### src/rtl/ramb16_s4_s1_fifo_ctrl.sv
// ramb16_s4_s1_fifo_ctrl
//
// Single-clock FIFO controller for an external X_RAMB16_S1_S4 block RAM.
// Nibbles enter on a valid/ready interface and are written through RAM
// port B (4 bits x 4096 words). Bits are fetched through port A
// (1 bit x 16384 words). They are presented LSB-first on a
// first-word-fall-through valid/ready interface.
//
// Ports
//   CLK, RST                 clock, synchronous active-high reset
//   WR_VALID/WR_READY/WR_DATA  nibble input handshake
//   RD_VALID/RD_READY/RD_DATA  serial bit output handshake
//   COUNT, AFULL, AEMPTY     occupancy in bits (RAM + output pipeline), flags
//   ADDRB, DIB, ENB, WEB, SSRB         RAM port B (write side)
//   ADDRA, ENA, WEA, DIA, SSRA, DOA    RAM port A (read side)

module ramb16_s4_s1_fifo_ctrl #(
  parameter logic [14:0] AFULL_LEVEL  = 15'd16320,
  parameter logic [14:0] AEMPTY_LEVEL = 15'd16
) (
  input  logic        CLK,
  input  logic        RST,
  input  logic        WR_VALID,
  output logic        WR_READY,
  input  logic [3:0]  WR_DATA,
  output logic        RD_VALID,
  input  logic        RD_READY,
  output logic        RD_DATA,
  output logic [14:0] COUNT,
  output logic        AFULL,
  output logic        AEMPTY,
  output logic [11:0] ADDRB,
  output logic [3:0]  DIB,
  output logic        ENB,
  output logic        WEB,
  output logic        SSRB,
  output logic [13:0] ADDRA,
  output logic        ENA,
  output logic        WEA,
  output logic        DIA,
  output logic        SSRA,
  input  logic        DOA
);

  // A nibble may be accepted only while at least four bit slots are free.
  localparam logic [14:0] WR_LIMIT = 15'd16380;

  logic [11:0] wp;
  logic [13:0] rp;
  logic [14:0] ram_bits;
  logic        inflight;
  logic [1:0]  buf_cnt;
  logic [1:0]  buf_bit;
  logic [14:0] count_q;
  logic        afull_q;
  logic        aempty_q;

  logic        push;
  logic        pop;
  logic        issue;
  logic [2:0]  occ;
  logic        slot;
  logic [14:0] count_next;

  assign WR_READY = !RST && (count_q <= WR_LIMIT);
  assign push     = WR_VALID && WR_READY;
  assign RD_VALID = (buf_cnt != 2'd0);
  assign pop      = RD_VALID && RD_READY;

  // Output-pipeline occupancy after this cycle's pop. Keeping it below two
  // guarantees the skid buffer has room when the fetched bit lands.
  assign occ   = {2'b00, inflight} + {1'b0, buf_cnt} - {2'b00, pop};
  assign issue = !RST && (ram_bits != 15'd0) && (occ < 3'd2);

  // Buffer slot that receives DOA: the first free entry after the pop shift.
  assign slot = (buf_cnt == 2'd2) || ((buf_cnt == 2'd1) && !pop);

  assign count_next = count_q + (push ? 15'd4 : 15'd0) - (pop ? 15'd1 : 15'd0);

  always_ff @(posedge CLK) begin
    if (RST) begin
      wp       <= '0;
      rp       <= '0;
      ram_bits <= '0;
      inflight <= 1'b0;
      buf_cnt  <= '0;
      buf_bit  <= '0;
      count_q  <= '0;
      afull_q  <= 1'b0;
      aempty_q <= 1'b1;
    end else begin
      if (push) wp <= wp + 12'd1;
      if (issue) rp <= rp + 14'd1;
      ram_bits <= ram_bits + (push ? 15'd4 : 15'd0) - (issue ? 15'd1 : 15'd0);
      inflight <= issue;

      // Head is left untouched when the buffer empties, so RD_DATA keeps
      // its last value; a landing bit overrides the shift below.
      if (pop && (buf_cnt == 2'd2)) buf_bit[0] <= buf_bit[1];
      if (inflight) buf_bit[slot] <= DOA;
      buf_cnt <= buf_cnt + {1'b0, inflight} - {1'b0, pop};

      count_q  <= count_next;
      afull_q  <= (count_next >= AFULL_LEVEL);
      aempty_q <= (count_next <= AEMPTY_LEVEL);
    end
  end

  assign RD_DATA = buf_bit[0];
  assign COUNT   = count_q;
  assign AFULL   = afull_q;
  assign AEMPTY  = aempty_q;

  assign ADDRB = wp;
  assign DIB   = WR_DATA;
  assign ENB   = push;
  assign WEB   = push;
  assign SSRB  = 1'b0;

  // ENA together with SSRA during reset clears the RAM output latch.
  assign ADDRA = rp;
  assign ENA   = issue || RST;
  assign WEA   = 1'b0;
  assign DIA   = 1'b0;
  assign SSRA  = RST;

endmodule
### config.mk
export PLATFORM = sky130hd
export DESIGN_NAME = ramb16_s4_s1_fifo_ctrl
export DESIGN_NICKNAME = d
export VERILOG_FILES = /design/src/rtl/ramb16_s4_s1_fifo_ctrl.sv
export SDC_FILE = /design/constraint.sdc
export NUM_CORES = 1
export LEC_CHECK = 0
export CAP_MARGIN = 10
export CORE_MARGIN = 2
export CORE_UTILIZATION = 50
export DETAILED_ROUTE_END_ITERATION = 8
export HOLD_SLACK_MARGIN = 0.1
export PLACE_DENSITY_LB_ADDON = 0.3
export SKIP_LAST_GASP = 1
export SLEW_MARGIN = 20
export SYNTH_ARGS = -nofsm -noshare
export SYNTH_HDL_FRONTEND = slang
export SYNTH_SLANG_ARGS = --single-unit
### constraint.sdc
create_clock -name CLK -period 5.35 [get_ports CLK]
set_clock_uncertainty 0.05 [all_clocks]
set_input_delay 1.3375 -clock CLK [delete_from_list [all_inputs] [get_ports CLK]]
set_output_delay 1.3375 -clock CLK [all_outputs]
set_load 0.02 [all_outputs]
# Word level (Yosys, flattened, before mapping)
# Index checks and enable logic that the tools add are counted.
[totals] ramBits=0 n_memories=0 rom_bits=0 output_inout_bits=57 latch_bits=0 in_bits=9 word_cells=51 regBits=63
[op_classes] n_bitwise=0 eq_ne=2 order_cmp=6 div_mod_pow=0 addsub=10 shift=0 multipliers=0 reduce_logical=14 mux=9
[ops] op="subtractor 15 x 1 -> 15 bit" count=2
[ops] op="adder 15 bit" count=1
[ops] op="adder 15 x 3 -> 15 bit" count=1
[ops] op=">= comparator 15 x 14 -> 1 bit (second input constant)" count=1
[ops] op="less-or-equal comparator 15 x 14 -> 1 bit (second input constant)" count=1
[ops] op="less-or-equal comparator 15 x 5 -> 1 bit (second input constant)" count=1
[ops] op="nonzero test 15 bit" count=1
[ops] op="adder 14 x 1 -> 14 bit (second input constant)" count=1
[ops] op="adder 12 x 1 -> 12 bit (second input constant)" count=1
[ops] op="logical AND 1 bit" count=8
[ops] op="two-way mux 1 bit" count=6
[ops] op="adder 1 x 2 -> 3 bit" count=1
[ops] op="less-than comparator 3 x 2 -> 1 bit (second input constant)" count=1
[ops] op="two-way mux 3 bit" count=1
[ops] op="subtractor 3 x 1 -> 3 bit" count=1
[ops] op="adder 2 x 1 -> 2 bit" count=1
[ops] op="bitwise mux 2 bit" count=1
[ops] op="== test 2 x 1 -> 1 bit (second input constant)" count=1
[ops] op="== test 2 bit (second input constant)" count=1
[ops] op="logical NOT 1 bit" count=2
[ops] op="logical OR 1 bit" count=2
[ops] op="less-than comparator 1 x 2 -> 1 bit (second input constant)" count=1
[ops] op="nonzero test 2 bit" count=1
[ops] op="subtractor 2 x 1 -> 2 bit" count=1
[ops] op="2 further kinds" count=2

# Longest topological paths before layout
# Gate-level depths: netlist of run 1.
[logic_depth] ltp_word=11 ltp_mapped=21 mapped_depth_nobuf=20

# Worst setup path after synthesis of run 1
# OpenSTA, ideal clock, no wires.
[synth_timing] path_kind="input port to flip-flop" startpoint="in RD_READY" endpoint="reg ram_bits[13]" setup_ns=0.121 t_arrival_ns=4.825 cell_stages=20 n_path_buf=1 required_time_ns=5.179 path_slack_ns=0.355 cell_sequence="and2_1 > ha_1 > inv_1 > ha_1 > inv_1 > fa_1 > xnor2_1 > and4b_1 > clkbuf_1 > ha_1 > inv_1 > ha_1 > fa_1 > a21o_1 > a21oi_1 > o21bai_1 > a31o_2 > a21oi_1 > a21oi_1 > mux2_2"
[synth_between] elab_chain_len=6
[synth_lines] item="start: declaration" line_no="27" source="input logic RD_READY,"
[synth_lines] item="logical AND 1 bit" line_no="68" source="assign pop = RD_VALID && RD_READY;"
[synth_lines] item="subtractor 3 x 1 -> 3 bit" line_no="72" source="assign occ = {2'b00, inflight} + {1'b0, buf_cnt} - {2'b00, pop};"
[synth_lines] item="less-than comparator 3 x 2 -> 1 bit" line_no="73" source="assign issue = !RST && (ram_bits != 15'd0) && (occ < 3'd2);"
[synth_lines] item="logical AND 1 bit" line_no="73"
[synth_lines] item="via issue" line_no="60" source="logic issue;"
[synth_lines] item="two-way mux 1 bit" line_no="94" source="ram_bits <= ram_bits + (push ? 15'd4 : 15'd0) - (issue ? 15'd1 : 15'd0);"
[synth_lines] item="subtractor 15 x 1 -> 15 bit" line_no="94"
[synth_lines] item="end signal: assignment" line_no="94"
[synth_lines] item="end: declaration" line_no="50" source="logic [14:0] ram_bits;"
# The timed path passes the listed nets, and every way through them passes these cells.
# A chain may end at the register's enable or synchronous reset.

# Final worst setup path of run 1
[layout_timing] startpoint="in RD_READY" endpoint="reg ram_bits[13]"
[layout_between] elab_chain_len=6
[layout_lines] item="logical AND 1 bit" line_no="68"
[layout_lines] item="subtractor 3 x 1 -> 3 bit" line_no="72"
[layout_lines] item="less-than comparator 3 x 2 -> 1 bit" line_no="73"
[layout_lines] item="logical AND 1 bit" line_no="73"
[layout_lines] item="two-way mux 1 bit" line_no="94"
[layout_lines] item="subtractor 15 x 1 -> 15 bit" line_no="94"
# No other way between the ends.

==> impl_results.md, run 1 <==
- GRT Total Usage: 0.2093
- Clock Latency Late Sink: 0.34 ns
- Max-cap viol count: 0
- Post-synth EDFFs: 0
- Final HPWL DP: 6294 um
- GPL Wtd Cong: 0.8653
- Vias in the first global route: 3249
- Crit path to: ram_bits[13]$_SDFF_PP0_
- Total CTS buffers: 9
- Pleak: 2.068 nW
- Finished Layout Cells: 621
- Port Buffers: 54
- Place WS: -0.1169 ns
- Total Wirelength: 8512 um
- ANT nets after route: 0
- Netlist cell types: 55
- Global route total overflow: 0
- Hold Slack: 0.4618 ns
- Detail Route met3 WL: 361 um
- Die Y: 93.14 um
- Setup slack, reg-to-reg: 0.90 ns
- Number of nets in the layout: 577
- Period utilization: 0.9679
- Worst reg2reg path startpoint: buf_cnt[1]$_SDFF_PP0_
- Max-slew violation count: 0
- Filler cells: 659
- Clock Path Buffers: 2
- Ratio of cells with drive above 1 in the final layout: 0.06936
- Vias/cell: 5.348
- Crit path launch type: primary input
- Final setup viols: 0
- Setup TNS: 0 ns
- Final Util: 0.6226
- Global-route wire length before repair: 14610 um
- Multi-input gate area in the final layout: 2451 um^2
- IO Count: 66
- R2R cell count: 20
- Critical path class: in2reg
- VDD IR-drop max: 0.0004645 V
- Area Growth Syn to Fin: 21.10%
- Maximum clock rate: 193.1 MHz
- Primary FF master, synth: dfxtp_1
- Largest net degree at the start of global routing: 66
- Headroom to the max-slew limit: 0.5629
- Placed cell count: 606
- First-pass DRT Iterations: 4
- Mapped cell area: 3973 um^2
- Routed via count: 3321
- Worst-path clk slew: 0.07 ns
- CP startpoint: RD_READY
- Initial Util: 0.5141
- Met2 Routed Length: 4020 um
- Area share of the largest cell type after synthesis: 0.3175
- Outcome: completed
- Post-Synthesis Cells: 460
- PwrDens: 692.6 nW/um^2
- Yosys reg bits: 63
- Crit path time final: 5.178 ns
- CTS HTree Levels: 3
- Initial antenna violation count: 0
- Critical path required time: 5.53 ns
- Final-report hold violation count: 0
- DR DRC count: 0
- Final WS setup: 0.1719 ns
- CTS tree: built
- Synth area leaders: dfxtp_1 (32%), ha_1 (16%), nor2_1 (5.7%)
- WL met1: 3928 um
- Worst hold path type: reg2reg
- Avg WL per Cell: 13.71 um
- Clock net sink count: 63
- Top Layer Used: met4
- Clock Root Buffer: clkbuf_8
- Setup crit end kind: register
- Asr flop ratio synth: 0
- Leading area contributor after synthesis: dfxtp_1
- Register area: 1261 um^2
- Die X: 93.14 um
- Core area: 7727 um^2
- Arrival @ worst endpoint: 5.36 ns
- Post-CTS Setup Bufs: 0
- Ant. Diodes: 0
- Rows: 32
- DRT iter0 DRCs: 134
- Syn Area/Cell: 8.636 um^2
- Warnings, synthesis: 0
- Worst r2r dst: ram_bits[13]$_SDFF_PP0_
- Slew @ Worst Pin: 0.6557 ns
- Crit-path max FO: 3
- Post-synthesis sequential area ratio: 0.3175
- Die area: 8674 um^2
synth_stat cells, types with 2 or more instances:
library cell / instances
dfxtp_1: 63
nor2_1: 60
ha_1: 50
inv_1: 45
xor2_1: 25
a21oi_1: 22
nand2_1: 17
xnor2_1: 17
nand3_1: 13
o21ai_0: 13
nor2b_1: 12
nor3_1: 11
buf_4: 9
a21o_1: 8
clkbuf_1: 8
a211oi_1: 7
and3_1: 7
and4b_1: 6
nand4_1: 6
o21bai_1: 6
nand2b_1: 4
fa_1: 3
nor3b_1: 3
o21a_1: 3
a2111oi_0: 2
a31oi_1: 2
a41oi_1: 2
and2_1: 2
and4_1: 2
buf_1: 2
mux2_2: 2
nand3b_1: 2
nor4b_1: 2
o31ai_1: 2
or3_1: 2
metrics by stage:
stage | instance area (um^2) | total power [mW]
global route | 4811 | 3.633
finish | 4811 | 3.332
detailed placement | 4591 | 2.828
floorplan | 3980 | 2.297
CTS | 4801 | 3.308
global placement | 4591 | 2.767
layout make-up:
| cell class | instances | area share |
|---|---|---|
| timing repair buffer | 61 | 0.1220 |
| clock buffer | 11 | 0.02939 |
| inverter | 46 | 0.03589 |
| tap | 102 | 0.02653 |
| clock inverter | 4 | 0.01456 |
| sequential | 63 | 0.2622 |
| multi-input combinational | 334 | 0.5095 |
power by group:
| part | switching (mW) | internal (mW) | total, mW |
|---|---|---|---|
| Clock | 0.186 | 0.271 | 0.457 |
| Sequential | 0.125 | 0.604 | 0.729 |
| Combinational | 1.17 | 0.974 | 2.15 |
routing by layer:
layer,GRT usage,up-vias
li1,-,1676
met1,0.2677,1522
met2,0.3448,99
met3,0.03868,24
met4,0.09191,0
met5,0,-
worst min-delay path by stage:
| stage | slack, ns | start | cells past startpoint | to |
|---|---|---|---|---|
| 2_1_floorplan | 0.41 | buf_bit[1]$_SDFFE_PP0P_ | 2 | buf_bit[1]$_SDFFE_PP0P_ |
| 3_3_place_gp | 0.44 | buf_bit[1]$_SDFFE_PP0P_ | 2 | buf_bit[1]$_SDFFE_PP0P_ |
| 3_5_place_dp | 0.45 | buf_bit[1]$_SDFFE_PP0P_ | 2 | buf_bit[1]$_SDFFE_PP0P_ |
| 4_1_cts | 0.47 | buf_bit[1]$_SDFFE_PP0P_ | 2 | buf_bit[1]$_SDFFE_PP0P_ |
| 5_1_grt | 0.50 | buf_bit[1]$_SDFFE_PP0P_ | 2 | buf_bit[1]$_SDFFE_PP0P_ |
| 6_report | 0.46 | buf_bit[1]$_SDFFE_PP0P_ | 2 | buf_bit[1]$_SDFFE_PP0P_ |
critical path, stage by stage:
cell	delay [ns]
clkdlybuf4s50_1	0.48
and2_1	0.15
ha_1	0.23
inv_1	0.06
ha_1	0.13
inv_1	0.05
fa_1	0.38
xnor2_1	0.16
and4b_2	0.27
ha_1	0.14
inv_1	0.04
ha_1	0.22
fa_1	0.41
a21o_1	0.20
a21oi_2	0.17
o21bai_1	0.12
a31o_2	0.30
a21oi_1	0.16
a21oi_1	0.09
mux2_2	0.26
state kept, by name, indices dropped and copies added, names as in the netlist:
| register | flops |
|---|---|
| ram_bits | 15 |
| ADDRA | 14 |
| COUNT | 15 |
| AFULL | 1 |
| buf_bit | 2 |
| AEMPTY | 1 |
| buf_cnt | 2 |
| inflight | 1 |
| ADDRB | 12 |
what timing repair did:
item                                    CTS  global route
resized for setup                         1             3
hold buffers                              0             0
endpoints found under the setup margin    1             2
pin swaps                                 0             1
cells by family after synthesis:
logic type	share of synthesized area
compound gates	0.1339
xor+xnor	0.09260
fa+ha+maj	0.1726
buf+inv	0.06992
flops	0.3175
mux	0.008189
other cells	0.0009440
simple gates	0.2044
layout by cell type (no fill, tap or decap), types with 4 or more instances in the layout:
master	Yosys	layout
a211oi_1	7	6
a21o_1	8	8
a21oi_1	22	21
and3_1	7	7
and4b_1	6	5
buf_4	9	7
clkbuf_8	0	10
clkdlybuf4s50_1	0	52
dfxtp_1	63	63
ha_1	50	50
inv_1	45	45
nand2_1	17	17
nand2b_1	4	4
nand3_1	13	13
nand4_1	6	6
nor2_1	60	60
nor2b_1	12	12
nor3_1	11	11
o21ai_0	13	13
o21bai_1	6	6
xnor2_1	17	17
xor2_1	25	25
No activity file was read; power rests on OpenSTA's default activity.
==> run 2, diff against run 1 <==
--- a/config.mk
+++ b/config.mk
@@ -7,12 +7,12 @@
 export LEC_CHECK = 0
 export CAP_MARGIN = 10
 export CORE_MARGIN = 2
-export CORE_UTILIZATION = 50
+export CORE_UTILIZATION = 54
 export DETAILED_ROUTE_END_ITERATION = 8
 export HOLD_SLACK_MARGIN = 0.1
 export PLACE_DENSITY_LB_ADDON = 0.3
 export SKIP_LAST_GASP = 1
-export SLEW_MARGIN = 20
+export SLEW_MARGIN = 0
 export SYNTH_ARGS = -nofsm -noshare
 export SYNTH_HDL_FRONTEND = slang
 export SYNTH_SLANG_ARGS = --single-unit
==> run 2 against run 1 <==
Critical path type is now in2out. Clock power fell by 7.7%. Sequential share of layout area rose by 0.15 points. Via count rose by 0.87%. Total power fell by 1.3%. Core utilization rose by 4.4 points. Routed wire length fell by 0.55%. Critical path depth fell by 8. Combinational power barely moved. Cell count fell by 0.48%.
==> impl_results.md, run 2 (synthesis results as in run 1) <==
- Global route total overflow: 0
- Initial antenna violation count: 0
- IO Count: 66
- Max-cap viol count: 0
- DR DRC count: 0
- Arrival @ worst endpoint: 3.76 ns
- Setup TNS: 0 ns
- Die Y: 89.77 um
- Rows: 31
- Period utilization: 0.9620
- Post-CTS Setup Bufs: 0
- CTS HTree Levels: 3
- Die X: 89.77 um
- Critical path class: in2out
- Clock Root Buffer: clkbuf_8
- Worst hold path type: reg2reg
- Total CTS buffers: 9
- Final Util: 0.6666
- Crit path time final: 5.146 ns
- ANT nets after route: 0
- Final setup viols: 0
- Crit-path max FO: 4
- Vias in the first global route: 3282
- Die area: 8059 um^2
- Final-report hold violation count: 0
- Total Wirelength: 8465 um
- GPL Wtd Cong: 0.8494
- Max-slew violation count: 0
- Maximum clock rate: 194.3 MHz
- Number of nets in the layout: 577
- First-pass DRT Iterations: 4
- Placed cell count: 603
- Final HPWL DP: 6466 um
- Global-route wire length before repair: 14570 um
- Largest net degree at the start of global routing: 51
- Ant. Diodes: 0
- DRT iter0 DRCs: 109
- CTS hold repair buffers: 0
- Clock Path Buffers: 2
- PwrDens: 687.8 nW/um^2
- Avg WL per Cell: 13.70 um
- GRT Total Usage: 0.2173
- Most frequent cells in the layout: dfxtp_1 (63), nor2_1 (60), clkdlybuf4s50_1 (52)
- Vias/cell: 5.421
- Core area: 7176 um^2
- Finished Layout Cells: 618
- Pleak: 2.051 nW
- Clock net sink count: 63
- Most common cell after layout, fill and taps aside: dfxtp_1
- Filler cells: 607
- Headroom to the max-slew limit: 0.6344
- Ratio of cells with drive above 1 in the final layout: 0.06744
- Crit path launch type: primary input
- Slew @ Worst Pin: 0.5437 ns
- Clock Latency Late Sink: 0.35 ns
- VDD IR-drop max: 0.0003847 V
- Area Growth Syn to Fin: 20.41%
- CTS tree: built
- Setup crit end kind: output pin
- Port Buffers: 54
- RSZ-0062 raised after global routing: false
- Routed via count: 3350
- Initial Util: 0.5536
- Outcome: completed
- Critical path required time: 3.96 ns
- Worst-path clk slew: 0.07 ns
## run 2: cell count changes in the layout (fill, tap and decap cells not counted)
cell,before,now
clkinv_4,0,1
bufinv_16,2,1
clkbuf_1,1,0
a211oi_2,2,1
a211oi_1,6,7
a21oi_2,1,0
clkinv_2,2,1
clkinvlp_4,0,2
a21oi_1,21,22
## run 2: area by class of cell
| type | count | area, um^2 | share of cell area |
|---|---|---|---|
| sequential | 63 | 1261 | 0.2637 |
| timing repair buffer | 61 | 586.8 | 0.1227 |
| multi-input combinational | 334 | 2442 | 0.5106 |
| inverter | 46 | 172.7 | 0.03610 |
| clock buffer | 10 | 137.6 | 0.02877 |
| tap | 99 | 123.9 | 0.02590 |
| clock inverter | 5 | 58.81 | 0.01229 |
## run 2: timing repair
action | 4_1_cts | 5_1_grt
gates cloned | 0 | 0
resized for setup | 1 | 1
endpoints found under the setup margin | 1 | 1
## run 2: layer usage
metal / global-route usage / up-vias / routed length [um]
met5: 0 / - / 0
met4: 0.09103 / 0 / 179
met1: 0.2565 / 1582 / 3880
met2: 0.3782 / 79 / 4094
li1: - / 1671 / -
met3: 0.05281 / 18 / 311
## run 2: critical path: stages
cell	delay (ns)
clkdlybuf4s50_1	0.48
and2_1	0.16
ha_1	0.23
inv_1	0.06
ha_1	0.14
inv_1	0.05
fa_1	0.37
xnor2_1	0.18
and4b_2	0.29
nor2_1	0.07
inv_1	0.07
dlygate4sd2_1	0.33
## run 2: worst paths after layout
path	startpoint	end	slack (ns)	depth (start not counted)
setup reg to reg	buf_cnt[1]$_SDFF_PP0_	ram_bits[13]$_SDFF_PP0_	0.94	20
setup / recovery	RD_READY	ENA	0.20	12
hold reg to reg	ADDRB[5]$_SDFFE_PP0P_	ADDRB[5]$_SDFFE_PP0P_	0.47	2
hold / removal	ADDRB[5]$_SDFFE_PP0P_	ADDRB[5]$_SDFFE_PP0P_	0.47	2
## run 2: through the flow
stage                     hold slack [ns]  setup WS, ns  power [mW]  cell area (um^2)
after floorplan                    0.4130        0.3548       2.297              3980
after global routing               0.4891       0.01669       3.593              4783
after CTS                          0.4692        0.1808       3.299              4782
final                              0.4659        0.2036       3.290              4783
after global placement             0.4358      -0.02296       2.773              4587
after detailed placement           0.4551       -0.1610       2.858              4587
## run 2: where the power goes
group | total (mW) | internal [mW] | switching, mW
logic | 2.14 | 0.976 | 1.16
registers | 0.731 | 0.604 | 0.127
clock network | 0.422 | 0.225 | 0.196
==> patch 1, RTL diff (config.mk and constraints of run 1) <==
Make the reset (`RST`) asynchronous in one clocked block. Comments in the files are not updated.
--- a/src/rtl/ramb16_s4_s1_fifo_ctrl.sv
+++ b/src/rtl/ramb16_s4_s1_fifo_ctrl.sv
@@ -77,7 +77,7 @@
 
   assign count_next = count_q + (push ? 15'd4 : 15'd0) - (pop ? 15'd1 : 15'd0);
 
-  always_ff @(posedge CLK) begin
+  always_ff @(posedge CLK or posedge RST) begin
     if (RST) begin
       wp       <= '0;
       rp       <= '0;
Check against the original RTL: differs if RST is asserted again (counterexample within 4 cycles, from zero or initial values and one cycle with RST high); with RST held inactive, the same outputs for 10 cycles.
==> patch 1 against run 1 <==
Sequential cell count stayed put; global-route usage fell by 0.25 points; die area rose by 5.5%; final area is 6.2% higher; setup slack is essentially flat; synthesized area increased by 5.8%; wire length rose by 3.9%; largest cell class unchanged; highest routed layer unchanged.
Power is left out: the tool's default activity adds up to more than one toggle a clock period on the data nets, which glitch-free logic cannot reach.
==> patch 1: results (changes against run 1) <==
Placement
The routability congestion estimate from global placement was 0.822 (-5.1%). The cell area after placement came to 4830 µm² (+5.3%). The total half-perimeter wirelength after legalization and detailed placement is 6630 µm (+5.4%). The number of port buffers came to 54 (unchanged). The total instance count after detailed placement is 579 (-4.5%). The worst setup slack before clock tree synthesis is -0.122 ns (-0.00488 ns).

Yosys
The post-synthesis cell type count was 59 (+7.3%). The register area share after synthesis is 0.376 (+0.0580). The async set-or-reset flop fraction in the synthesized netlist is 1.00 (+1.00). The commonest cells after synthesis are 62 x sky130_fd_sc_hd__dfrtp_1, 57 x sky130_fd_sc_hd__inv_1, 50 x sky130_fd_sc_hd__ha_1. The total number of yosys warnings is 0 (unchanged). Yosys attributes the largest share of cell area to sky130_fd_sc_hd__dfrtp_1 37%, sky130_fd_sc_hd__ha_1 15%, sky130_fd_sc_hd__xnor2_1 6.3%. The post-synthesis instance total is 426 (-7.4%).

Clock network
The root buffer cell chosen for the clock tree is sky130_fd_sc_hd__clkbuf_8. The H-tree depth is 3 (unchanged). The clock transition time at the flip-flop clock pins of the worst setup and hold paths is 0.07 ns (about the same). The insertion delay to the later sink of the worst-skew pair is 0.34 ns (about the same).

The number of buffers between clock root and the deepest sink came to 2 (unchanged). The clock buffer count from CTS is 9 (unchanged).

STA
The count of final setup violators is 0 (unchanged). The worst max-slew margin expressed relative to the limit came to 0.439 (-0.123).

Critical path
The maximum fanout along the worst path is 2 (-1). The worst endpoint data arrival time came to 3.79 ns (-1.57 ns).

Finish
The final net count is 550 (-4.7%). The antenna diode count is 0 (unchanged). The number of inserted filler cells in the final layout is 686 (+4.1%). The final cell count without fillers is 598 (-3.7%). The share of cells above drive strength 1 is 0.0953 (+0.0260).

Routing
The number of search-and-repair iterations in the first detailed-routing pass was 4 (unchanged). The number of antenna-violating nets in the routed design is 0 (unchanged). The final wirelength is 8840 µm (+3.9%). The number of DRC markers after the initial detailed-route iteration is 82 (-39%).

The via count normalized by instance count is 5.42 (+1.3%).

Global routing
The total routing resource utilization after global routing is 0.207 (-0.00247). The pin count of the biggest net entering global routing came to 41 (-38%). The leftover overflow at the end of global routing is 0 (unchanged).

The number of antenna violations at the first check in global routing is 0 (unchanged). The wire length of the first global-routing pass is 14500 µm (-0.52%). The number of global-route vias before repair was 3134 (-3.5%).

Min path
The tightest min-delay check is of the reg2reg type.

Outcome
The run finished with clean final reports.
[patch 1: final cells by class]
cell class	instances	area share
clock buffers	12	0.0323
clock inverters	4	0.0149
inverters	57	0.0419
multi-input cells	293	0.456
flip-flops and latches	63	0.309
well taps	105	0.0257
repair buffers	64	0.120
[patch 1: what timing repair did]
action / in CTS / in global routing
pin swaps: 0 / 3
resized for setup: 1 / 4
buffers inserted: 0 / 3
endpoints found under the setup margin: 1 / 1
[patch 1: path summary, 6_finish.rpt]
| kind | start | endpoint | slack, ns | depth (start not counted) |
|---|---|---|---|---|
| hold / removal | ADDRB[11] | ADDRB[11] | 0.42 | 1 |
| min in group asynchronous | RST | ram_bits[1] | 1.71 | 3 |
| setup reg to reg | buf_cnt[1] | ram_bits[13] | 0.96 | 20 |
| setup / recovery | RD_READY | ENA | 0.17 | 11 |
| hold reg to reg | ADDRB[11] | ADDRB[11] | 0.42 | 1 |
| max in group asynchronous | RST | ADDRA[5] | 2.71 | 4 |
[patch 1: logic make-up after synthesis]
kind of cell,after synthesis,share of synthesized area
other,1,0.000893
buffers and inverters,72,0.0744
DFF,63,0.376
and+or+nand+nor,105,0.145
AOI/OAI and AO/OA,78,0.125
adders and majority gates,53,0.163
xor gates and xnor gates,48,0.100
muxes,6,0.0152
[patch 1: worst max-delay path: stages]
cell and delay, ns:
sky130_fd_sc_hd__clkdlybuf4s50_1 0.49, sky130_fd_sc_hd__and2_1 0.16, sky130_fd_sc_hd__ha_1 0.23, sky130_fd_sc_hd__inv_1 0.07
sky130_fd_sc_hd__ha_1 0.14, sky130_fd_sc_hd__inv_1 0.05, sky130_fd_sc_hd__fa_1 0.47, sky130_fd_sc_hd__inv_1 0.05
sky130_fd_sc_hd__nor4_2 0.29, sky130_fd_sc_hd__or2_2 0.17, sky130_fd_sc_hd__dlygate4sd2_1 0.33
[patch 1: per-layer routing]
| metal | global-route usage | routed length, µm | vias up |
|---|---|---|---|
| li1 | - | - | 1597 |
| met1 | 0.282 | 4190 | 1558 |
| met2 | 0.323 | 4130 | 73 |
| met5 | 0 | 0 | - |
| met4 | 0.0845 | 112 | 0 |
| met3 | 0.0403 | 408 | 12 |
[patch 1: metrics by stage]
stage	utilization	hold WS (ns)
detailed placement	0.591	0.412
global route	0.625	0.440
global placement	0.591	0.412
floorplan	-	0.449
CTS	0.621	0.426
finish	0.625	0.419
==> patch 2, RTL diff (settings of run 1) <==
Made on the original files. Set the localparam `WR_LIMIT` to 15'd8190 (it was 15'd16380).
--- a/src/rtl/ramb16_s4_s1_fifo_ctrl.sv
+++ b/src/rtl/ramb16_s4_s1_fifo_ctrl.sv
@@ -43,7 +43,7 @@
 );
 
   // A nibble may be accepted only while at least four bit slots are free.
-  localparam logic [14:0] WR_LIMIT = 15'd16380;
+  localparam logic [14:0] WR_LIMIT = 15'd8190;
 
   logic [11:0] wp;
   logic [13:0] rp;
Behaviour: no difference found for any inputs over 10 cycles, from zero or initial values and one cycle with RST high; that may be too few to reach the edited logic, so the function may still have changed.
==> patch 2 against run 1 <==
Setup slack better by 0.28 ns; final cell count increased by 5.5%; die area rose by 3.5%; wire length rose by 4.0%; power rose by 2.9%; sequential cell count did not move; synthesized area up 3.7%; final area grew 2.9%; sequential share of layout area is 0.75 points lower; critical path depth grew 1; non-clock buffer count increased by 4; largest power group unchanged; highest routed layer unchanged.
==> patch 2: results (changes against run 1) <==
Critical path
The worst endpoint data arrival time is 5.07 ns (-0.29 ns). The number of cells traversed by the worst register-to-register path is 21 (+5.0%). The slowest stage of the critical path belongs to the cell sky130_fd_sc_hd__fa_1. The delay of the slowest cell on the worst path was 0.41 ns (-0.07 ns). The setup slack of the worst register-to-register path is 0.92 ns (+0.02 ns).

Placement
The routability congestion estimate from global placement is 0.884 (+2.2%). The cell area after placement is 4750 µm² (+3.4%). The total instance count after detailed placement is 638 (+5.3%).

Yosys
The average size of a mapped cell is 8.46 µm² (-2.1%). The post-synthesis mux area share is 0.00759 (-0.000595). The post-synthesis share of cell area spent on xor and xnor gates came to 0.0765 (-0.0160).

The synthesized-area fraction occupied by adder cells is 0.163 (-0.00917). Ranked by total cell area, the synthesized netlist is headed by sky130_fd_sc_hd__dfxtp_1 31%, sky130_fd_sc_hd__ha_1 15%, sky130_fd_sc_hd__nor2_1 5.6%. The post-synthesis cell type count came to 68 (+24%). The area fraction in compound gates after synthesis is 0.161 (+0.0271).

Routing
The detailed-route wire length per cell is 13.5 µm (-1.4%). The number of DRC markers after the initial detailed-route iteration is 105 (-22%).

Power and ir drop
The total internal power is 1870 µW (+1.0%). The share of power burned in combinational logic is 0.673 (+0.029). The power in the clock group is 405 µW (-11%).

Finish
The final cell count without fillers is 655 (+5.5%). The number of multi-input combinational cells in the layout is 353 (+5.7%). The final standard cell area without fillers is 4950 µm² (+2.9%). The share of cells above drive strength 1 came to 0.0673 (-0.00209). The final-layout clock-cell area share is 0.0382 (-0.00580).

The number of signal-net inverters in the final layout was 53 (+15%). The number of sequential cells in the layout came to 63 (unchanged).

Global routing
The number of global-route vias before repair was 3357 (+3.3%). The wire length of the first global-routing pass is 14900 µm (+2.0%).

Outcome
The run finished with clean final reports.

STA
The smallest hold slack was 0.458 ns (-0.00389 ns). The slew at the pin closest to its max-slew limit is 0.637 ns (-0.0186 ns).
[patch 2: worst reg2reg max path, cell delays in order (launching register included)]
cell and delay [ns]:
sky130_fd_sc_hd__dfxtp_1 0.36, sky130_fd_sc_hd__or2_2 0.31, sky130_fd_sc_hd__and2_4 0.17, sky130_fd_sc_hd__ha_1 0.26
sky130_fd_sc_hd__inv_1 0.05, sky130_fd_sc_hd__ha_1 0.13, sky130_fd_sc_hd__inv_1 0.05, sky130_fd_sc_hd__fa_1 0.37
sky130_fd_sc_hd__xnor2_1 0.13, sky130_fd_sc_hd__and3_1 0.20, sky130_fd_sc_hd__nand2_1 0.08, sky130_fd_sc_hd__inv_1 0.08
sky130_fd_sc_hd__ha_1 0.14, sky130_fd_sc_hd__inv_1 0.04, sky130_fd_sc_hd__ha_1 0.20, sky130_fd_sc_hd__fa_1 0.41
sky130_fd_sc_hd__a21o_1 0.18, sky130_fd_sc_hd__a21oi_2 0.17, sky130_fd_sc_hd__o31a_1 0.17, sky130_fd_sc_hd__o21ai_1 0.10
sky130_fd_sc_hd__a221oi_1 0.31, sky130_fd_sc_hd__mux2_2 0.36
[patch 2: repair_timing]
item / CTS / global route
gates cloned: 0 / 0
endpoints found under the setup margin: 1 / 2
resized for setup: 1 / 4
hold buffers: 0 / 0
pin swaps: 0 / 2
setup buffers: 0 / 1
[patch 2: how the worst max path moves through the flow]
stage / slack, ns / to
final: 0.45 / ram_bits[13]
after CTS: 0.07 / ram_bits[13]
after detailed placement: -0.28 / ram_bits[13]
after floorplan: 0.32 / ram_bits[13]
after global placement: -0.17 / ram_bits[13]
after global routing: 0.21 / ram_bits[13]
[patch 2: metal layers]
layer	routed length, µm	global-route usage	up-vias
met4	134	0.0749	0
met5	0	0	-
met1	4090	0.263	1640
met2	4310	0.348	75
li1	-	-	1791
met3	316	0.0407	13
